## src/rtl/ysyx_23060203_trap_pkg.sv

```systemverilog
// ============================================================================
// ysyx_23060203_trap_pkg : shared types and constants for the trap sequencer
// Revision: 1.0
// ============================================================================
`default_nettype none

package ysyx_23060203_trap_pkg;

  typedef logic [2:0] state_t;

  localparam state_t S_IDLE     = 3'd0;
  localparam state_t S_SAVE     = 3'd1;
  localparam state_t S_VECTOR   = 3'd2;
  localparam state_t S_RESTORE  = 3'd3;
  localparam state_t S_LOADEPC  = 3'd4;
  localparam state_t S_REDIRECT = 3'd5;

  typedef enum logic {
    KIND_TRAP = 1'b0,
    KIND_MRET = 1'b1
  } trap_kind_e;

  localparam int MSTATUS_MIE    = 3;
  localparam int MSTATUS_MPIE   = 7;
  localparam int MSTATUS_MPP_LO = 11;
  localparam int MSTATUS_MPP_HI = 12;

  localparam logic [11:0] CSR_MSTATUS = 12'h300;
  localparam logic [11:0] CSR_MTVEC   = 12'h305;
  localparam logic [11:0] CSR_MEPC    = 12'h341;
  localparam logic [11:0] CSR_MCAUSE  = 12'h342;

  function automatic logic [31:0] mstatus_on_trap(input logic [31:0] s);
    logic [31:0] r;
    r                                = s;
    r[MSTATUS_MPIE]                  = s[MSTATUS_MIE];
    r[MSTATUS_MIE]                   = 1'b0;
    r[MSTATUS_MPP_HI:MSTATUS_MPP_LO] = 2'b11;
    return r;
  endfunction

  function automatic logic [31:0] mstatus_on_mret(input logic [31:0] s);
    logic [31:0] r;
    r                                = s;
    r[MSTATUS_MIE]                   = s[MSTATUS_MPIE];
    r[MSTATUS_MPIE]                  = 1'b1;
    r[MSTATUS_MPP_HI:MSTATUS_MPP_LO] = 2'b11;
    return r;
  endfunction

endpackage

`default_nettype wire

```

## src/rtl/ysyx_23060203_trap_target.sv

```systemverilog
// ============================================================================
// ysyx_23060203_trap_target : mtvec + cause to trap target PC (combinational)
// Option macro: YSYX_23060203_TRAP_VECTORED_EN enables vectored mode.
// Revision: 1.0
// ============================================================================
`default_nettype none

module ysyx_23060203_trap_target (
  input  logic [31:0] mtvec_i,
  input  logic [31:0] cause_i,
  output logic [31:0] target_o
);

  logic [31:0] w_base;
  logic        w_unused;

  assign w_base = {mtvec_i[31:2], 2'b00};

`ifdef YSYX_23060203_TRAP_VECTORED_EN
  // Only interrupts (cause[31]) are vectored; exceptions always go to base.
  assign target_o = (mtvec_i[1:0] == 2'b01 && cause_i[31])
                    ? w_base + {cause_i[29:0], 2'b00}
                    : w_base;
  assign w_unused = cause_i[30];
`else
  assign target_o = w_base;
  assign w_unused = ^{cause_i, mtvec_i[1:0]};
`endif

endmodule

`default_nettype wire

```

## src/rtl/ysyx_23060203_trap_ctrl.sv

```systemverilog
// ============================================================================
// ysyx_23060203_trap_ctrl : trap/MRET CSR sequencer with EXU CSR pass-through
// Option macro: YSYX_23060203_TRAP_VECTORED_EN (see trap_target).
// Revision: 1.0
// ============================================================================
`default_nettype none

module ysyx_23060203_trap_ctrl
  import ysyx_23060203_trap_pkg::*;
(
  input  logic        clk,
  input  logic        rstn,
  input  logic        trap_valid,
  output logic        trap_ready,
  input  logic        trap_kind,
  input  logic [31:0] trap_pc,
  input  logic [31:0] trap_cause,
  input  logic [11:0] exu_csr_raddr,
  output logic [31:0] exu_csr_rdata,
  input  logic        exu_csr_wen,
  input  logic [11:0] exu_csr_waddr,
  input  logic [31:0] exu_csr_wdata,
  output logic        exu_csr_ready,
  output logic [11:0] csr_raddr,
  input  logic [31:0] csr_rdata,
  output logic        csr_wen1,
  output logic [11:0] csr_waddr1,
  output logic [31:0] csr_wdata1,
  output logic        csr_wen2,
  output logic [11:0] csr_waddr2,
  output logic [31:0] csr_wdata2,
  output logic        redirect_valid,
  input  logic        redirect_ready,
  output logic [31:0] redirect_pc
);

  state_t      state_q, state_d;
  logic [29:0] pc_q, pc_d;
  logic [31:0] cause_q, cause_d;
  logic [31:0] mstatus_q, mstatus_d;
  logic [31:0] target_q, target_d;
  logic [31:0] w_vec_target;
  logic        w_unused_pc;

  assign w_unused_pc = ^trap_pc[1:0];
  assign redirect_pc = target_q;

  ysyx_23060203_trap_target u_target (
    .mtvec_i  (csr_rdata),
    .cause_i  (cause_q),
    .target_o (w_vec_target)
  );

  always_comb begin
    state_d        = state_q;
    pc_d           = pc_q;
    cause_d        = cause_q;
    mstatus_d      = mstatus_q;
    target_d       = target_q;
    trap_ready     = 1'b0;
    exu_csr_ready  = 1'b0;
    exu_csr_rdata  = '0;
    csr_raddr      = exu_csr_raddr;
    csr_wen1       = 1'b0;
    csr_waddr1     = '0;
    csr_wdata1     = '0;
    csr_wen2       = 1'b0;
    csr_waddr2     = '0;
    csr_wdata2     = '0;
    redirect_valid = 1'b0;
    // Write enables are qualified by rstn so a reset cycle never commits.
    case (state_q)
      S_IDLE: begin
        trap_ready    = rstn;
        exu_csr_ready = rstn;
        exu_csr_rdata = csr_rdata;
        csr_wen1      = exu_csr_wen & rstn;
        csr_waddr1    = exu_csr_waddr;
        csr_wdata1    = exu_csr_wdata;
        if (trap_valid && rstn) begin
          if (trap_kind == KIND_MRET) begin
            state_d = S_RESTORE;
          end else begin
            state_d = S_SAVE;
            pc_d    = trap_pc[31:2];
            cause_d = trap_cause;
          end
        end
      end
      S_SAVE: begin
        csr_wen1   = rstn;
        csr_waddr1 = CSR_MEPC;
        csr_wdata1 = {pc_q, 2'b00};
        csr_wen2   = rstn;
        csr_waddr2 = CSR_MCAUSE;
        csr_wdata2 = cause_q;
        csr_raddr  = CSR_MSTATUS;
        mstatus_d  = mstatus_on_trap(csr_rdata);
        state_d    = S_VECTOR;
      end
      S_VECTOR: begin
        csr_wen1   = rstn;
        csr_waddr1 = CSR_MSTATUS;
        csr_wdata1 = mstatus_q;
        csr_raddr  = CSR_MTVEC;
        target_d   = w_vec_target;
        state_d    = S_REDIRECT;
      end
      S_RESTORE: begin
        csr_raddr  = CSR_MSTATUS;
        csr_wen1   = rstn;
        csr_waddr1 = CSR_MSTATUS;
        csr_wdata1 = mstatus_on_mret(csr_rdata);
        state_d    = S_LOADEPC;
      end
      S_LOADEPC: begin
        csr_raddr = CSR_MEPC;
        target_d  = csr_rdata;
        state_d   = S_REDIRECT;
      end
      S_REDIRECT: begin
        redirect_valid = 1'b1;
        if (redirect_ready) begin
          state_d = S_IDLE;
        end
      end
      default: state_d = S_IDLE;
    endcase
  end

  always_ff @(posedge clk) begin
    if (!rstn) begin
      state_q   <= S_IDLE;
      pc_q      <= '0;
      cause_q   <= '0;
      mstatus_q <= '0;
      target_q  <= '0;
    end else begin
      state_q   <= state_d;
      pc_q      <= pc_d;
      cause_q   <= cause_d;
      mstatus_q <= mstatus_d;
      target_q  <= target_d;
    end
  end

endmodule

`default_nettype wire

```

## config.mk

```make
export PLATFORM = sky130hd
export DESIGN_NAME = ysyx_23060203_trap_ctrl
export DESIGN_NICKNAME = d
export VERILOG_FILES = /design/src/rtl/ysyx_23060203_trap_pkg.sv /design/src/rtl/ysyx_23060203_trap_target.sv /design/src/rtl/ysyx_23060203_trap_ctrl.sv
export SDC_FILE = /design/constraint.sdc
export NUM_CORES = 1
export LEC_CHECK = 0
export CELL_PAD_IN_SITES_DETAIL_PLACEMENT = 1
export CELL_PAD_IN_SITES_GLOBAL_PLACEMENT = 1
export CORE_ASPECT_RATIO = 1.1
export CORE_MARGIN = 3
export CORE_UTILIZATION = 30
export CTS_CLUSTER_SIZE = 16
export DETAILED_ROUTE_END_ITERATION = 10
export GPL_TIMING_DRIVEN = 0
export HOLD_SLACK_MARGIN = 0.15
export PLACE_DENSITY = 0.87
export SYNTH_ARGS = -nofsm -noshare
export SYNTH_HDL_FRONTEND = slang
export SYNTH_SLANG_ARGS = --single-unit
```

## constraint.sdc

```tcl
create_clock -name clk -period 4.1 [get_ports clk]
set_input_delay 0.82 -clock clk [delete_from_list [all_inputs] [get_ports clk]]
set_output_delay 0.82 -clock clk [all_outputs]
set_load 0.01 [all_outputs]
```

# Yosys cells after proc, flatten, opt, wreduce, memory -nomap -nowiden
# Cells that the tools add are included.
[totals]
ramBits = 0
n_memories = 0
elab_cells = 38
regBits = 128
rom_bits = 0
out_inout_bits = 169
latchBits = 0
in_bits = 158
[op_classes]
mux = 15
bitwise = 2
n_eq_ne = 7
reduce_logical = 9
shift = 0
n_lt_le_gt_ge = 0
div = 0
multipliers = 0
add_sub_neg = 0
[ops]
columns = ["op", "count"]
rows = [
  ["32-bit case mux with 4 select lines", 1],
  ["12-bit case mux with 3 select lines", 2],
  ["32-bit 2-to-1 mux", 2],
  ["32-bit case mux with 2 select lines", 1],
  ["3-bit case mux with 5 select lines", 1],
  ["10-bit 2-to-1 mux", 1],
  ["3-bit by 2-bit equality test with 1-bit output (second input constant)", 2],
  ["3-bit equality test (second input constant)", 2],
  ["3-bit 2-to-1 mux", 2],
  ["2-bit OR reduction", 3],
  ["2-bit != test (second input constant)", 2],
  ["3-bit by 1-bit equality test with 1-bit output (second input constant)", 1],
  ["3-bit logical NOT", 1],
  ["1-bit 2-to-1 mux", 3],
  ["3-bit AND reduction", 1],
  ["3-bit OR reduction", 1],
  ["2-bit 2-to-1 mux", 1],
  ["1-bit case mux with 2 select lines", 1],
  ["2-bit AND reduction", 1],
  ["2-bit nonzero test", 1],
  ["1-bit bitwise AND", 1],
  ["1-bit logical AND", 1],
  ["1-bit inverter", 1],
]

# Longest topological paths before layout
# Gate-level depths: netlist of the first run.
[logic_depth]
depth_word = 3
depth_mapped = 7
ltp_nobuf = 4

# Hierarchy
# From an unflattened synthesis of the first run, not the netlist that was laid out.
[unflattened]
cells_unflattened = 819
hier_area_um2 = 6777.8
[by_module_without_submodules]
columns = ["mod", "seq_area_each_um2", "area_each_um2", "cells_each", "n_inst"]
rows = [
  ["ysyx_23060203_trap_ctrl", 2542.4, 6533.8, 786, 1],
  ["ysyx_23060203_trap_target", 0.0, 244.0, 33, 1],
]

# Worst setup path after synthesis of the first run
# Ideal clock, no wire load.
[synth_path]
path_kind = "input-to-output"
start = "input port rstn"
end = "output port trap_ready"
required_ns = 3.280
slack_ns = 1.393
n_path_buf = 3
stages = 4
arrival_ns = 1.887
cell_sequence = "buf_2 -> nor4b_4 -> clkbuf_1 -> buf_4"
[synth_between]
elab_chain_cells = 1
[synth_rtl]
columns = ["item", "line_no", "text"]
rows = [
  ["from (decl)", "ysyx_23060203_trap_ctrl.sv:12", "input logic rstn,"],
  ["1-bit 2-to-1 mux", "--", ""],
  ["to (decl)", "ysyx_23060203_trap_ctrl.sv:14", "output logic trap_ready,"],
]
# No other way between the ends.

# Worst setup path after layout of the first run
[layout_path]
start = "register state_q[1]"
end = "output port exu_csr_rdata[2]"
[layout_between]
elab_chain_cells = 2
[layout_rtl]
columns = ["item", "line_no", "text"]
rows = [
  ["from (decl)", "ysyx_23060203_trap_ctrl.sv:37", "state_t state_q, state_d;"],
  ["from (signal assigned)", "ysyx_23060203_trap_ctrl.sv:139", "state_q <= state_d;"],
  ["3-bit logical NOT", "ysyx_23060203_trap_ctrl.sv:72", "case (state_q)"],
  ["32-bit 2-to-1 mux", "ysyx_23060203_trap_ctrl.sv:72", ""],
  ["to (decl)", "ysyx_23060203_trap_ctrl.sv:19", "output logic [31:0] exu_csr_rdata,"],
]
# No other way between the ends.

==> run metrics, run 1 <==
Hold Buf Count CTS=0; Metal-1 WL=approximately 11 mm; setup violators final=0; post-route minimum period=3.78 ns; Post-Synthesis Cells=between 700 and 800; fin util=50.5%; sequential-to-total area share from yosys stat=39.9%; First-pass DRT Iterations=4; Area contributors post-synth=dfxtp_1 (40%), nand2_1 (11%), mux4_2 (9.2%); via count=6912; ys async rst share=0%; Die X=~150 um; RSZ-0062 raised after global routing=no; Worst Setup SP=state_q[1]; Ys Warns=0; DR WL/cell=between 15 and 20 um; most frequent cell after synthesis=nand2_1; Root Driver=clkbuf_16; largest net degree at the start of global routing=17; ys flop type=dfxtp_1; leakage power total=between 3 and 4 nW; gr usage total=between 20% and 30%; Least-Margin Pin Slew=0.792 ns; CP required=roughly 3.3 ns; highest metal used=met4; Max rail drop VDD=0.292 mV; H-tree depth=4; Placed Area=just under 0.01 sq mm; I/O Pins=327; Synth top area share=about two fifths; fmax=about 0.26 GHz; placed cells=~1400; FF+latch count, synth=about 130; layout cell share with drive strength beyond 1=8.91%; Sink Count=127; Mapped Area=approximately 0.0064 sq mm; dpl ws=0.308 ns; Post-synth EDFFs=0; Final Cycle Share=92.2%; nets@finish=1280; clk_skew=around 0.01 ns; Worst-Skew Late Latency=roughly 0.42 ns; IO buf count=between 300 and 400; P&R area growth vs syn=63.9%; worst hold start=pc_q[17]; final setup margin=0.319 ns; Routed Antenna Nets=0; row count=between 50 and 60; final hold violation count=0; Remaining DRCs=0; syn avg cell area=just over 8 sq um; Initial Util=between 30% and 40%; total grt overflow=0; Clk pin slew, worst setup/hold paths=about 0.05 ns; vias in the first global route=7470; Setup Fix Bufs, Post-CTS=0; gpl congestion=0.778; routed wl met2=between 10 and 15 mm; synth cell count leaders=nand2_1 (183), dfxtp_1 (127), and2_1 (72), nand3_1 (58), o21ai_0 (51); crit-path max FO=10; DR vias/cell=a little under 5; crit path launch type=flip-flop; clock buffer depth=2; DR iter-0 viols=253; post_cts resized=0; WL met3=1.89 mm; first-pass GRT wire length=between 40 and 50 mm; hpwl dp=between 20 and 25 mm; Worst R2R Start=state_q[1]; post-route setup TNS=0 ns; Core ar.=slightly above 0.02 sq mm; pwr/cell area=404 mW/mm^2; CTS buffer count=17; initial antenna violation count=2; critical setup path kind=flip-flop to output port; Die ar.=about 0.023 sq mm; path category of the worst min-delay check=flip-flop to flip-flop; Cell Count, Final, Fillers Out=1421; Slew headroom=46.9%; Final Cell Area=about 0.010 sq mm; Synth area leader=dfxtp_1; status=completed; Die Ht=159 um; number of max-cap violations=0; Post-Route WL=around 28 mm; synth unique cells=37; worst path arrival time=roughly 3.0 ns; Worst setup EP type=output port; Max Slew Vio Count=0; TritonCTS clock tree=yes
[layout by cell type, fill, tap and decap left out, types with 3 or more instances in the layout]
cell type,synthesis,layout
clkdlybuf4s50_1,0,315
mux4_2,26,26
a21oi_1,36,36
o21ai_0,51,51
o21ai_1,14,14
nand4_1,10,10
nor2_1,14,14
conb_1,1,8
buf_1,4,4
mux2i_1,31,31
clkbuf_1,42,46
nand2_1,183,183
clkbuf_16,0,17
buf_2,26,26
nor2b_1,34,34
nand2b_1,5,5
clkbuf_8,0,4
or2_2,4,4
mux2_2,3,3
and2_1,72,72
nor3_1,7,6
dfxtp_1,127,127
buf_4,12,12
nand3_1,58,58
clkinv_2,0,5
[power breakdown]
group / leakage, nW / switching, W / internal (W)
clock network: 0.267 / 0.000557 / 0.000830
logic: 2.52 / 0.000689 / 0.000754
registers: 1.03 / 0.0000573 / 0.00134
total: 3.82 / 0.00130 / 0.00292
[layout make-up]
class                           count  area, sq um
Fill cell                        2451        10300
Multi-Input combinational cell    573         3460
Timing Repair Buffer              315         3150
Sequential cell                   127         2540
Clock buffer                       25          495
Buffer                             84          393
Tap cell                          285          357
Clock inverter                      6         33.8
Inverter                            4         15.0
Antenna cell                        2         5.00
[state kept, by name, indices dropped and copies added (netlist names)]
name / count
redirect_pc: 32
cause_q: 32
pc_q: 30
state_q: 3
mstatus_q: 30
[final timing paths]
path                                          to  cells past startpoint  slack (ns)
worst min-delay path                    pc_q[17]                      2        0.45
worst max register to register          pc_q[26]                      6        1.97
worst max-delay path            exu_csr_rdata[2]                      6        0.32
worst min register to register          pc_q[17]                      2        0.45
[critical path, stage by stage (launching register included)]
cell             delay, ns
dfxtp_1               0.29
buf_2                 0.16
buf_2                 0.26
nor3_2                0.64
clkbuf_1              0.41
and2_1                0.21
clkdlybuf4s50_1       0.57
[kinds of logic (layout without fill, tap and decap cells)]
kind of cell / Yosys count / after routing / synth area share, %
AND/OR/NAND/NOR: 392 / 392 / 29.8
flip-flops: 127 / 127 / 39.9
AO/OA/AOI/OAI: 110 / 110 / 8.91
buffers and inverters: 88 / 434 / 6.40
multiplexers: 60 / 60 / 14.6
XOR/XNOR: 2 / 2 / 0.275
adder cells (fa/ha/maj): 1 / 1 / 0.157
other: 1 / 10 / 0.0588
[per-layer routing]
metal  GRT usage, %  vias to the layer above
li1               -                     3287
met1           26.6                     3311
met2           42.9                      255
met3           6.82                       59
met4           10.4                        0
met5              0                        -
[metrics by stage]
step	hold WS, ns	power (W)
floorplan	0.424	0.00207
global placement	0.434	0.00283
detailed placement	0.442	0.00287
CTS	0.449	0.00427
global route	0.471	0.00443
finish	0.449	0.00423
Power figures use the tool's default switching activity.
==> run 2: changes to the inputs <==
--- a/config.mk
+++ b/config.mk
@@ -15,6 +15,7 @@
 export GPL_TIMING_DRIVEN = 0
 export HOLD_SLACK_MARGIN = 0.15
 export PLACE_DENSITY = 0.87
+export SLEW_MARGIN = 20
 export SYNTH_ARGS = -nofsm -noshare
 export SYNTH_HDL_FRONTEND = slang
 export SYNTH_SLANG_ARGS = --single-unit
==> results of run 2 <==
The final DEF is identical to that of run 1; final timing and power are the same.
